File: config.mk
export PLATFORM = sky130hd
export DESIGN_NAME = axi4_lite_master_flat
export DESIGN_NICKNAME = d
export VERILOG_FILES = /design/src/rtl/axi4_lite_pkg.sv /design/src/rtl/axi4_lite_master_if.sv /design/src/rtl/axi4_lite_master.sv /design/src/flat_wrapper.sv
export SDC_FILE = /design/constraint.sdc
export NUM_CORES = 1
export LEC_CHECK = 0
export ABC_AREA = 1
export BUFFER_PORTS_ARGS = -buffer_cell sky130_fd_sc_hd__buf_2
export CAP_MARGIN = 10
export CORE_AREA = 3 3 93 139
export CTS_CLUSTER_DIAMETER = 50
export DETAILED_ROUTE_END_ITERATION = 6
export DIE_AREA = 0 0 96 142
export PLACE_DENSITY = 0.95
export SLEW_MARGIN = 20
export SYNTH_ARGS = -nofsm -noshare
export SYNTH_HDL_FRONTEND = slang
export SYNTH_SLANG_ARGS = --single-unit
File: constraint.sdc
create_clock -name ACLK -period 2.2 [get_ports ACLK]
set_clock_uncertainty 0.05 [all_clocks]
set_input_delay 0.22 -clock ACLK [delete_from_list [all_inputs] [get_ports ACLK]]
set_output_delay 0.22 -clock ACLK [all_outputs]
set_load 0.01 [all_outputs]
File: src/rtl/axi4_lite_pkg.sv
// Shared AXI4-Lite definitions: response codes and the master FSM state type.
// Imported by the master RTL and its bench.
package axi4_lite_pkg;

    localparam logic [1:0] RESP_OKAY   = 2'b00;
    localparam logic [1:0] RESP_EXOKAY = 2'b01;
    localparam logic [1:0] RESP_SLVERR = 2'b10;
    localparam logic [1:0] RESP_DECERR = 2'b11;

    typedef enum logic [2:0] {
        IDLE  = 3'd0,
        WRITE = 3'd1,
        WRESP = 3'd2,
        RADDR = 3'd3,
        RDATA = 3'd4,
        RSP   = 3'd5
    } state_t;

endpackage

File: src/rtl/axi4_lite_master_if.sv
// AXI4-Lite channel bundle (AW/W/B/AR/R) between a master and a slave.
// Signal names keep the M_ prefix used on the master port.
interface axi4_lite_master_if #(
    parameter int ADDRESS_WIDTH = 32,
    parameter int DATA_WIDTH    = 32
);
    logic [ADDRESS_WIDTH-1:0]  M_AWADDR;
    logic                      M_AWVALID;
    logic                      M_AWREADY;
    logic [DATA_WIDTH-1:0]     M_WDATA;
    logic [DATA_WIDTH/8-1:0]   M_WSTRB;
    logic                      M_WVALID;
    logic                      M_WREADY;
    logic [1:0]                M_BRESP;
    logic                      M_BVALID;
    logic                      M_BREADY;
    logic [ADDRESS_WIDTH-1:0]  M_ARADDR;
    logic                      M_ARVALID;
    logic                      M_ARREADY;
    logic [DATA_WIDTH-1:0]     M_RDATA;
    logic [1:0]                M_RRESP;
    logic                      M_RVALID;
    logic                      M_RREADY;

    modport master (
        output M_AWADDR, M_AWVALID, M_WDATA, M_WSTRB, M_WVALID,
        output M_BREADY, M_ARADDR, M_ARVALID, M_RREADY,
        input  M_AWREADY, M_WREADY, M_BRESP, M_BVALID,
        input  M_ARREADY, M_RDATA, M_RRESP, M_RVALID
    );

    modport slave (
        input  M_AWADDR, M_AWVALID, M_WDATA, M_WSTRB, M_WVALID,
        input  M_BREADY, M_ARADDR, M_ARVALID, M_RREADY,
        output M_AWREADY, M_WREADY, M_BRESP, M_BVALID,
        output M_ARREADY, M_RDATA, M_RRESP, M_RVALID
    );

endinterface

File: src/rtl/axi4_lite_master.sv
// Single-outstanding command/response to AXI4-Lite master bridge.
// Every AXI output is a register; nothing flows combinationally from AXI inputs.
module axi4_lite_master
    import axi4_lite_pkg::*;
#(
    parameter int ADDRESS_WIDTH = 32,
    parameter int DATA_WIDTH    = 32
) (
    input  logic                     ACLK,
    input  logic                     ARESETN,
    input  logic                     cmd_valid,
    output logic                     cmd_ready,
    input  logic                     cmd_write,
    input  logic [ADDRESS_WIDTH-1:0] cmd_addr,
    input  logic [DATA_WIDTH-1:0]    cmd_wdata,
    input  logic [DATA_WIDTH/8-1:0]  cmd_wstrb,
    output logic                     rsp_valid,
    input  logic                     rsp_ready,
    output logic                     rsp_write,
    output logic [DATA_WIDTH-1:0]    rsp_rdata,
    output logic [1:0]               rsp_resp,
    axi4_lite_master_if.master       m
);

    state_t state;
    logic   aw_done;
    logic   w_done;
    logic   aw_hs;
    logic   w_hs;
    logic   aw_fin;
    logic   w_fin;

    assign aw_hs  = m.M_AWVALID & m.M_AWREADY;
    assign w_hs   = m.M_WVALID & m.M_WREADY;
    assign aw_fin = aw_done | aw_hs;
    assign w_fin  = w_done | w_hs;

    always_ff @(posedge ACLK or negedge ARESETN) begin
        if (!ARESETN) begin
            state       <= IDLE;
            aw_done     <= 1'b0;
            w_done      <= 1'b0;
            cmd_ready   <= 1'b0;
            rsp_valid   <= 1'b0;
            rsp_write   <= 1'b0;
            rsp_rdata   <= '0;
            rsp_resp    <= RESP_OKAY;
            m.M_AWADDR  <= '0;
            m.M_AWVALID <= 1'b0;
            m.M_WDATA   <= '0;
            m.M_WSTRB   <= '0;
            m.M_WVALID  <= 1'b0;
            m.M_BREADY  <= 1'b0;
            m.M_ARADDR  <= '0;
            m.M_ARVALID <= 1'b0;
            m.M_RREADY  <= 1'b0;
        end else begin
            unique case (state)
                IDLE: begin
                    if (cmd_valid && cmd_ready) begin
                        cmd_ready <= 1'b0;
                        if (cmd_write) begin
                            m.M_AWADDR  <= cmd_addr;
                            m.M_AWVALID <= 1'b1;
                            m.M_WDATA   <= cmd_wdata;
                            m.M_WSTRB   <= cmd_wstrb;
                            m.M_WVALID  <= 1'b1;
                            state       <= WRITE;
                        end else begin
                            m.M_ARADDR  <= cmd_addr;
                            m.M_ARVALID <= 1'b1;
                            state       <= RADDR;
                        end
                    end else begin
                        cmd_ready <= 1'b1;
                    end
                end
                WRITE: begin
                    // Address and data channels retire independently.
                    if (aw_hs) begin
                        m.M_AWVALID <= 1'b0;
                        m.M_AWADDR  <= '0;
                    end
                    if (w_hs) begin
                        m.M_WVALID <= 1'b0;
                        m.M_WDATA  <= '0;
                        m.M_WSTRB  <= '0;
                    end
                    if (aw_fin && w_fin) begin
                        aw_done    <= 1'b0;
                        w_done     <= 1'b0;
                        m.M_BREADY <= 1'b1;
                        state      <= WRESP;
                    end else begin
                        if (aw_hs) aw_done <= 1'b1;
                        if (w_hs)  w_done  <= 1'b1;
                    end
                end
                WRESP: begin
                    if (m.M_BVALID) begin
                        m.M_BREADY <= 1'b0;
                        rsp_resp   <= m.M_BRESP;
                        rsp_write  <= 1'b1;
                        rsp_rdata  <= '0;
                        rsp_valid  <= 1'b1;
                        state      <= RSP;
                    end
                end
                RADDR: begin
                    if (m.M_ARREADY) begin
                        m.M_ARVALID <= 1'b0;
                        m.M_ARADDR  <= '0;
                        m.M_RREADY  <= 1'b1;
                        state       <= RDATA;
                    end
                end
                RDATA: begin
                    if (m.M_RVALID) begin
                        m.M_RREADY <= 1'b0;
                        rsp_resp   <= m.M_RRESP;
                        rsp_rdata  <= m.M_RDATA;
                        rsp_write  <= 1'b0;
                        rsp_valid  <= 1'b1;
                        state      <= RSP;
                    end
                end
                RSP: begin
                    if (rsp_ready) begin
                        rsp_valid <= 1'b0;
                        cmd_ready <= 1'b1;
                        state     <= IDLE;
                    end
                end
                default: state <= IDLE;
            endcase
        end
    end

endmodule

File: src/flat_wrapper.sv
// flat-port wrapper written by rule: the top's interface ports become plain ports
module axi4_lite_master_flat import axi4_lite_pkg::*;
#(
    parameter int ADDRESS_WIDTH = 32,
    parameter int DATA_WIDTH    = 32
)
  (ACLK, ARESETN, cmd_valid, cmd_ready, cmd_write, cmd_addr, cmd_wdata, cmd_wstrb, rsp_valid, rsp_ready, rsp_write, rsp_rdata, rsp_resp, m_M_AWADDR, m_M_AWVALID, m_M_WDATA, m_M_WSTRB, m_M_WVALID, m_M_BREADY, m_M_ARADDR, m_M_ARVALID, m_M_RREADY, m_M_AWREADY, m_M_WREADY, m_M_BRESP, m_M_BVALID, m_M_ARREADY, m_M_RDATA, m_M_RRESP, m_M_RVALID);
  axi4_lite_master_if #(.ADDRESS_WIDTH(ADDRESS_WIDTH), .DATA_WIDTH(DATA_WIDTH)) m_i ();
  input  logic ACLK;
  input  logic ARESETN;
  input  logic cmd_valid;
  output logic cmd_ready;
  input  logic cmd_write;
  input  logic [ADDRESS_WIDTH-1:0] cmd_addr;
  input  logic [DATA_WIDTH-1:0] cmd_wdata;
  input  logic [DATA_WIDTH/8-1:0] cmd_wstrb;
  output logic rsp_valid;
  input  logic rsp_ready;
  output logic rsp_write;
  output logic [DATA_WIDTH-1:0] rsp_rdata;
  output logic [1:0] rsp_resp;
  output wire logic [$bits(m_i.M_AWADDR)-1:0] m_M_AWADDR;
  output wire logic [$bits(m_i.M_AWVALID)-1:0] m_M_AWVALID;
  output wire logic [$bits(m_i.M_WDATA)-1:0] m_M_WDATA;
  output wire logic [$bits(m_i.M_WSTRB)-1:0] m_M_WSTRB;
  output wire logic [$bits(m_i.M_WVALID)-1:0] m_M_WVALID;
  output wire logic [$bits(m_i.M_BREADY)-1:0] m_M_BREADY;
  output wire logic [$bits(m_i.M_ARADDR)-1:0] m_M_ARADDR;
  output wire logic [$bits(m_i.M_ARVALID)-1:0] m_M_ARVALID;
  output wire logic [$bits(m_i.M_RREADY)-1:0] m_M_RREADY;
  input wire logic [$bits(m_i.M_AWREADY)-1:0] m_M_AWREADY;
  input wire logic [$bits(m_i.M_WREADY)-1:0] m_M_WREADY;
  input wire logic [$bits(m_i.M_BRESP)-1:0] m_M_BRESP;
  input wire logic [$bits(m_i.M_BVALID)-1:0] m_M_BVALID;
  input wire logic [$bits(m_i.M_ARREADY)-1:0] m_M_ARREADY;
  input wire logic [$bits(m_i.M_RDATA)-1:0] m_M_RDATA;
  input wire logic [$bits(m_i.M_RRESP)-1:0] m_M_RRESP;
  input wire logic [$bits(m_i.M_RVALID)-1:0] m_M_RVALID;
  assign m_M_AWADDR = m_i.M_AWADDR;
  assign m_M_AWVALID = m_i.M_AWVALID;
  assign m_M_WDATA = m_i.M_WDATA;
  assign m_M_WSTRB = m_i.M_WSTRB;
  assign m_M_WVALID = m_i.M_WVALID;
  assign m_M_BREADY = m_i.M_BREADY;
  assign m_M_ARADDR = m_i.M_ARADDR;
  assign m_M_ARVALID = m_i.M_ARVALID;
  assign m_M_RREADY = m_i.M_RREADY;
  assign m_i.M_AWREADY = m_M_AWREADY;
  assign m_i.M_WREADY = m_M_WREADY;
  assign m_i.M_BRESP = m_M_BRESP;
  assign m_i.M_BVALID = m_M_BVALID;
  assign m_i.M_ARREADY = m_M_ARREADY;
  assign m_i.M_RDATA = m_M_RDATA;
  assign m_i.M_RRESP = m_M_RRESP;
  assign m_i.M_RVALID = m_M_RVALID;
  axi4_lite_master #(.ADDRESS_WIDTH(ADDRESS_WIDTH), .DATA_WIDTH(DATA_WIDTH)) u_core (.ACLK(ACLK), .ARESETN(ARESETN), .cmd_valid(cmd_valid), .cmd_ready(cmd_ready), .cmd_write(cmd_write), .cmd_addr(cmd_addr), .cmd_wdata(cmd_wdata), .cmd_wstrb(cmd_wstrb), .rsp_valid(rsp_valid), .rsp_ready(rsp_ready), .rsp_write(rsp_write), .rsp_rdata(rsp_rdata), .rsp_resp(rsp_resp), .m(m_i));
endmodule
After elaboration in Yosys (flattened, before gate mapping)
Index checks and enable logic that the tools add are counted.
Widths: inputs -> output; s select.
{ "totals": {"output_inout_bits": 142, "input_bits": 114, "wordCells": 117, "register_bits": 147} }
{ "classes": {"n_eq_ne": 15, "mux": 58, "n_reduce_logical": 23, "n_bitwise": 4} }
{ "ops": {"columns": ["op", "n"], "rows": [
  ["$mux 32", 11],
  ["$pmux 32 s2", 4],
  ["$mux 1", 20],
  ["$mux 3", 6],
  ["$pmux 3 s6", 1],
  ["$reduce_and 4->1", 4],
  ["$reduce_bool 2->1", 8],
  ["$pmux 1 s2", 7],
  ["$mux 4", 3],
  ["$ne 2x2->1 const B", 6],
  ["$reduce_and 3->1", 3],
  ["$ne 2x1->1 const B", 4],
  ["$pmux 4 s2", 1],
  ["$eq 3x2->1 const B", 2],
  ["$eq 3x3->1 const B", 2],
  ["$mux 2", 3],
  ["$reduce_and 2->1", 3],
  ["$reduce_and 6->1", 1],
  ["$pmux 2 s2", 1],
  ["$eq 3x1->1 const B", 1],
  ["$logic_not 3->1", 1],
  ["$pmux 1 s3", 1],
  ["$reduce_bool 3->1", 1],
  ["$and 1x1->1", 2],
  ["other kinds (2)", 4]
]} }

Depth between registers and ports, before layout
{ "depth": {"ltp_word": 5, "mapped_depth": 10, "depth_no_buf": 9} }

Worst setup path before layout
Ideal clock, no wire load.
{ "synth_path": {"path_type": "register to register", "startpoint": "reg u_core.state[2]", "endpoint": "reg u_core.m.M_ARADDR[10]", "stages_incl_launch_ff": 10, "path_buffers": 3, "arrival_time_ns": 1.306, "setup_ns": 0.130, "period_less_slack_ns": 1.487, "slack_ns": 0.713, "required_ns": 2.020, "cell_sequence": "dfrtp_1 -> buf_6 -> nor2_2 -> inv_2 -> nand2_1 -> nand3_2 -> buf_6 -> buf_4 -> nand2_1 -> o21ai_1"} }
{ "synth_via": {"elab_chain_len": 3, "elab_cells_between_ends": 8, "cone_classes": "eq/ne: 4; mux: 1; reduce/logical: 3"} }
{ "synth_rtl": {"columns": ["item", "line_no", "rtl"], "rows": [
  ["start: declaration", "axi4_lite_master.sv:25", "state_t state;"],
  ["start signal: assignment", "axi4_lite_master.sv:40", "state <= IDLE;"],
  ["start signal: assignment", "axi4_lite_master.sv:68", "state <= WRITE;"],
  ["start signal: assignment", "axi4_lite_master.sv:72", "state <= RADDR;"],
  ["$eq 3x2->1 or $logic_not 3->1 (tied branches)", "axi4_lite_master.sv:58", "unique case (state)"],
  ["$ne 2x2->1 (no line), or another cell as far along", null, null],
  ["$reduce_and 4->1 (no line)", null, null],
  ["end signal: assignment", "axi4_lite_master.sv:70", "m.M_ARADDR <= cmd_addr;"],
  ["end: declaration", "axi4_lite_master_if.sv:27", "output M_BREADY, M_ARADDR, M_ARVALID, M_RREADY,"]
]} }
Several ways; a longest one is shown, not always the timed one.
A chain may end at the register's enable or synchronous reset.

Final worst setup path
{ "layout_path": {"startpoint": "reg u_core.state[1]", "endpoint": "reg u_core.rsp_rdata[11]"} }
{ "layout_via": {"elab_chain_len": 3, "elab_cells_between_ends": 7, "cone_classes": "eq/ne: 4; mux: 1; reduce/logical: 2"} }
{ "layout_rtl": {"columns": ["item", "line_no", "rtl"], "rows": [
  ["$eq 3x3->1 or $eq 3x2->1 (tied branches)", "axi4_lite_master.sv:58", null],
  ["$ne 2x2->1 (no line) or $reduce_bool 2->1 (tied branches)", null, null],
  ["$reduce_and 3->1 (no line)", null, null],
  ["end signal: assignment", "axi4_lite_master.sv:121", "rsp_rdata <= m.M_RDATA;"],
  ["end: declaration", "axi4_lite_master.sv:20", "output logic [DATA_WIDTH-1:0] rsp_rdata,"]
]} }
Several ways; a longest one is shown, not always the timed one.

==> flow_metrics.env <==
export IMPL_status="complete, no violations"
export IMPL_leakagePower_nw=5.13
export IMPL_crit_fanout=35
export IMPL_cts_buffer_depth=2
export IMPL_synth_seq_cells=147
export IMPL_fin_crit_sh_pct=90.4
export IMPL_drtAntennaViolNets=0
export IMPL_num_io_pins=256
export IMPL_dr_pass1_iters=5
export IMPL_std_cell_rows=49
export IMPL_numCtsBuffers=17
export IMPL_setup_tns_ns=0
export IMPL_die_area_sq_um=13600
export IMPL_cp_end_kind="register"
export IMPL_grt_pass1_vias=6206
export IMPL_post_dp_hpwl_mm=11.9
export IMPL_grt_pass1_wl_mm=31.1
export IMPL_cts_sinks=147
export IMPL_dp_cells=1066
export IMPL_hp_class="input port to register"
export IMPL_synth_area_leaders="dfrtp_1, nand2_1, o21ai_1"
export IMPL_pwr_density_cell_nw_per_um2=1450
export IMPL_rsz0062_at_grt="false"
export IMPL_ys_warnings_count=0
export IMPL_max_freq_mhz=503
export IMPL_power_frac_clock_pct=24.2
export IMPL_hold_viol=0
export IMPL_drc_errors=0
export IMPL_vias=6047
export IMPL_fin_area_sq_um=8840
export IMPL_fp_dieH_microns=142
export IMPL_htree_num_levels=4
export IMPL_cts_tree="yes"
export IMPL_mostFrequentLayoutCells="nand2_1, buf_2, dfrtp_1"
export IMPL_grt_max_degree=67
export IMPL_power_frac_comb_pct=40.0
export IMPL_routed_wl_mm=20.3
export IMPL_routed_via_density=5.10
export IMPL_tightest_slew_ns=0.576
export IMPL_peakVddDrop_v=0.000786
export IMPL_fill_cells=776
export IMPL_routedWlPerCell_microns=17.2
export IMPL_final_common_cell="nand2_1"
export IMPL_cts_resized=0
export IMPL_p_int_mw=7.65
export IMPL_clock_latency_ns=0.41
export IMPL_seq_area_frac_synth_pct=61.6
export IMPL_r2r_slack_ns=0.21
export IMPL_placed_cell_area_sq_um=7370
export IMPL_period_needed_ns=1.99
export IMPL_async_reset_ff_share_pct=100
export IMPL_ys_flop_type="dfrtp_1"
export IMPL_crit_type="register to register"
export IMPL_seqPwrFrac_pct=35.8
export IMPL_synth_edf_count=0
export IMPL_drt_iter0_markers=373
export IMPL_start_util_pct=50.0
export IMPL_design_core_area_sq_um=12000
export IMPL_worstPathArrival_ns=2.28
export IMPL_syn_to_final_growth_pct=48.1
export IMPL_root_buffer="clkbuf_16"
export IMPL_yosysTopAreaCell="dfrtp_1"
export IMPL_ys_types=20
export IMPL_crit_required_ns=2.49
export IMPL_relSlewSlack_pct=61.5
export IMPL_finalNonFillerCells=1185
export IMPL_finalMaxSlewViolations=0
export IMPL_clk_pin_slew_worst_paths_ns=0.07
export IMPL_synth_avg_cell_area_sq_um=8.78
export IMPL_synthesis_instances=680
export IMPL_ctsHoldBuffers=84
export IMPL_synth_top_area_share_pct=61.6
export IMPL_post_cts_buffers=0
export IMPL_p_sw_mw=5.17
export IMPL_final_setup_viol_count=0
export IMPL_switching_share_pct=40.3
export IMPL_die_x_microns=96
export IMPL_drive_gt1_share_pct=30.2
export IMPL_crit_path_start_kind="register"
export IMPL_netlist_area_sq_um=5970
export IMPL_nNetsFinal=1130
export IMPL_grt_antenna_before_repair=2
export IMPL_io_buffers=255
export IMPL_overflow=0
export IMPL_track_usage_pct=30.1
export IMPL_syn_nets=794
export IMPL_routabilityCongestion=0.875
export IMPL_cap_violations=0
final timing paths:
| path | startpoint | cells past startpoint | to |
|---|---|---|---|
| worst max-delay path | u_core.state[1] | 7 | u_core.rsp_rdata[11] |
| worst min-delay path | cmd_addr[24] | 3 | u_core.m.M_AWADDR[24] |
| worst max register to register | u_core.state[1] | 7 | u_core.rsp_rdata[11] |
| worst min register to register | u_core.rsp_rdata[9] | 2 | u_core.rsp_rdata[9] |
| max in group asynchronous | ARESETN | 3 | u_core.m.M_ARADDR[12] |
| min in group asynchronous | ARESETN | 2 | u_core.m.M_AWADDR[19] |
kinds of logic (layout without fill, tap and decap cells):
| family | Yosys count | after routing | synth area share [%] |
|---|---|---|---|
| AO/OA/AOI/OAI | 111 | 111 | 9.37 |
| buffers and inverters | 115 | 464 | 8.57 |
| flip-flops | 147 | 147 | 61.6 |
| other | 0 | 3 | 0 |
| AND/OR/NAND/NOR | 307 | 307 | 20.5 |
final cells by class:
cell class	instances	area, sq um	share of cell area [%]
sequential	147	3680	41.6
tap	153	191	2.16
inverter	84	315	3.57
clock inverter	15	203	2.29
antenna	3	7.51	0.0849
clock buffer	17	425	4.81
multi-input combinational	418	1780	20.1
timing repair buffer	348	2240	25.3
worst max-delay path, stage by stage, from the launching register on:
cell and delay (ns):
dfrtp_1 0.49, nor2_2 0.24, nand3_1 0.17, nand2_1 0.17
nor2_2 0.06, inv_2 0.43, nand2_1 0.17, nand2_1 0.13
Yosys cell counts, types with 2 or more instances:
master	count
a21oi_1	2
and2_1	2
buf_2	13
buf_4	5
buf_6	6
clkbuf_1	7
dfrtp_1	147
inv_1	78
inv_2	6
nand2_1	278
nand3_1	13
nand3_2	3
nand4_1	5
nor2_2	3
o21ai_0	17
o21ai_1	91
routing by layer:
metal / part of all wire (%) / wire length (microns) / global-route usage [%]
met1: 33 / 6760 / 31.2
met5: 0 / 0 / 0
met2: 53 / 10700 / 51.8
met4: 6.9 / 1400 / 21.1
met3: 7.2 / 1470 / 7.35
per-stage QoR:
| step | total power [mW] | hold slack [ns] | util, % | setup slack, ns |
|---|---|---|---|---|
| 6_report | 12.8 | 0.0197 | 74.0 | 0.211 |
| 4_1_cts | 12.7 | 0.000215 | 73.9 | 0.305 |
| 2_1_floorplan | 7.50 | -0.126 | - | 0.713 |
| 3_5_place_dp | 9.43 | 0.132 | 61.6 | 0.361 |
| 5_1_grt | 13.6 | 0.0107 | 74.0 | 0.0703 |
| 3_3_place_gp | 9.19 | 0.125 | 61.6 | 0.484 |
flip-flops by register name, indices dropped and copies added, names as in the netlist, 2 cells and up:
signal and cells:
u_core.m.M_WSTRB 4, u_core.m.M_AWADDR 32, u_core.rsp_resp 2, u_core.m.M_WDATA 32, u_core.state 3, u_core.m.M_ARADDR 32, u_core.rsp_rdata 32
power by group through the flow:
stage / registers [mW] / clock network, mW / logic, mW
floorplan: 4.99 / 0 / 2.51
global placement: 4.50 / 0 / 4.69
detailed placement: 4.54 / 0 / 4.89
CTS: 4.52 / 3.12 / 5.03
global route: 4.70 / 3.27 / 5.64
finish: 4.59 / 3.10 / 5.12
(Power assumes the default switching activity.)
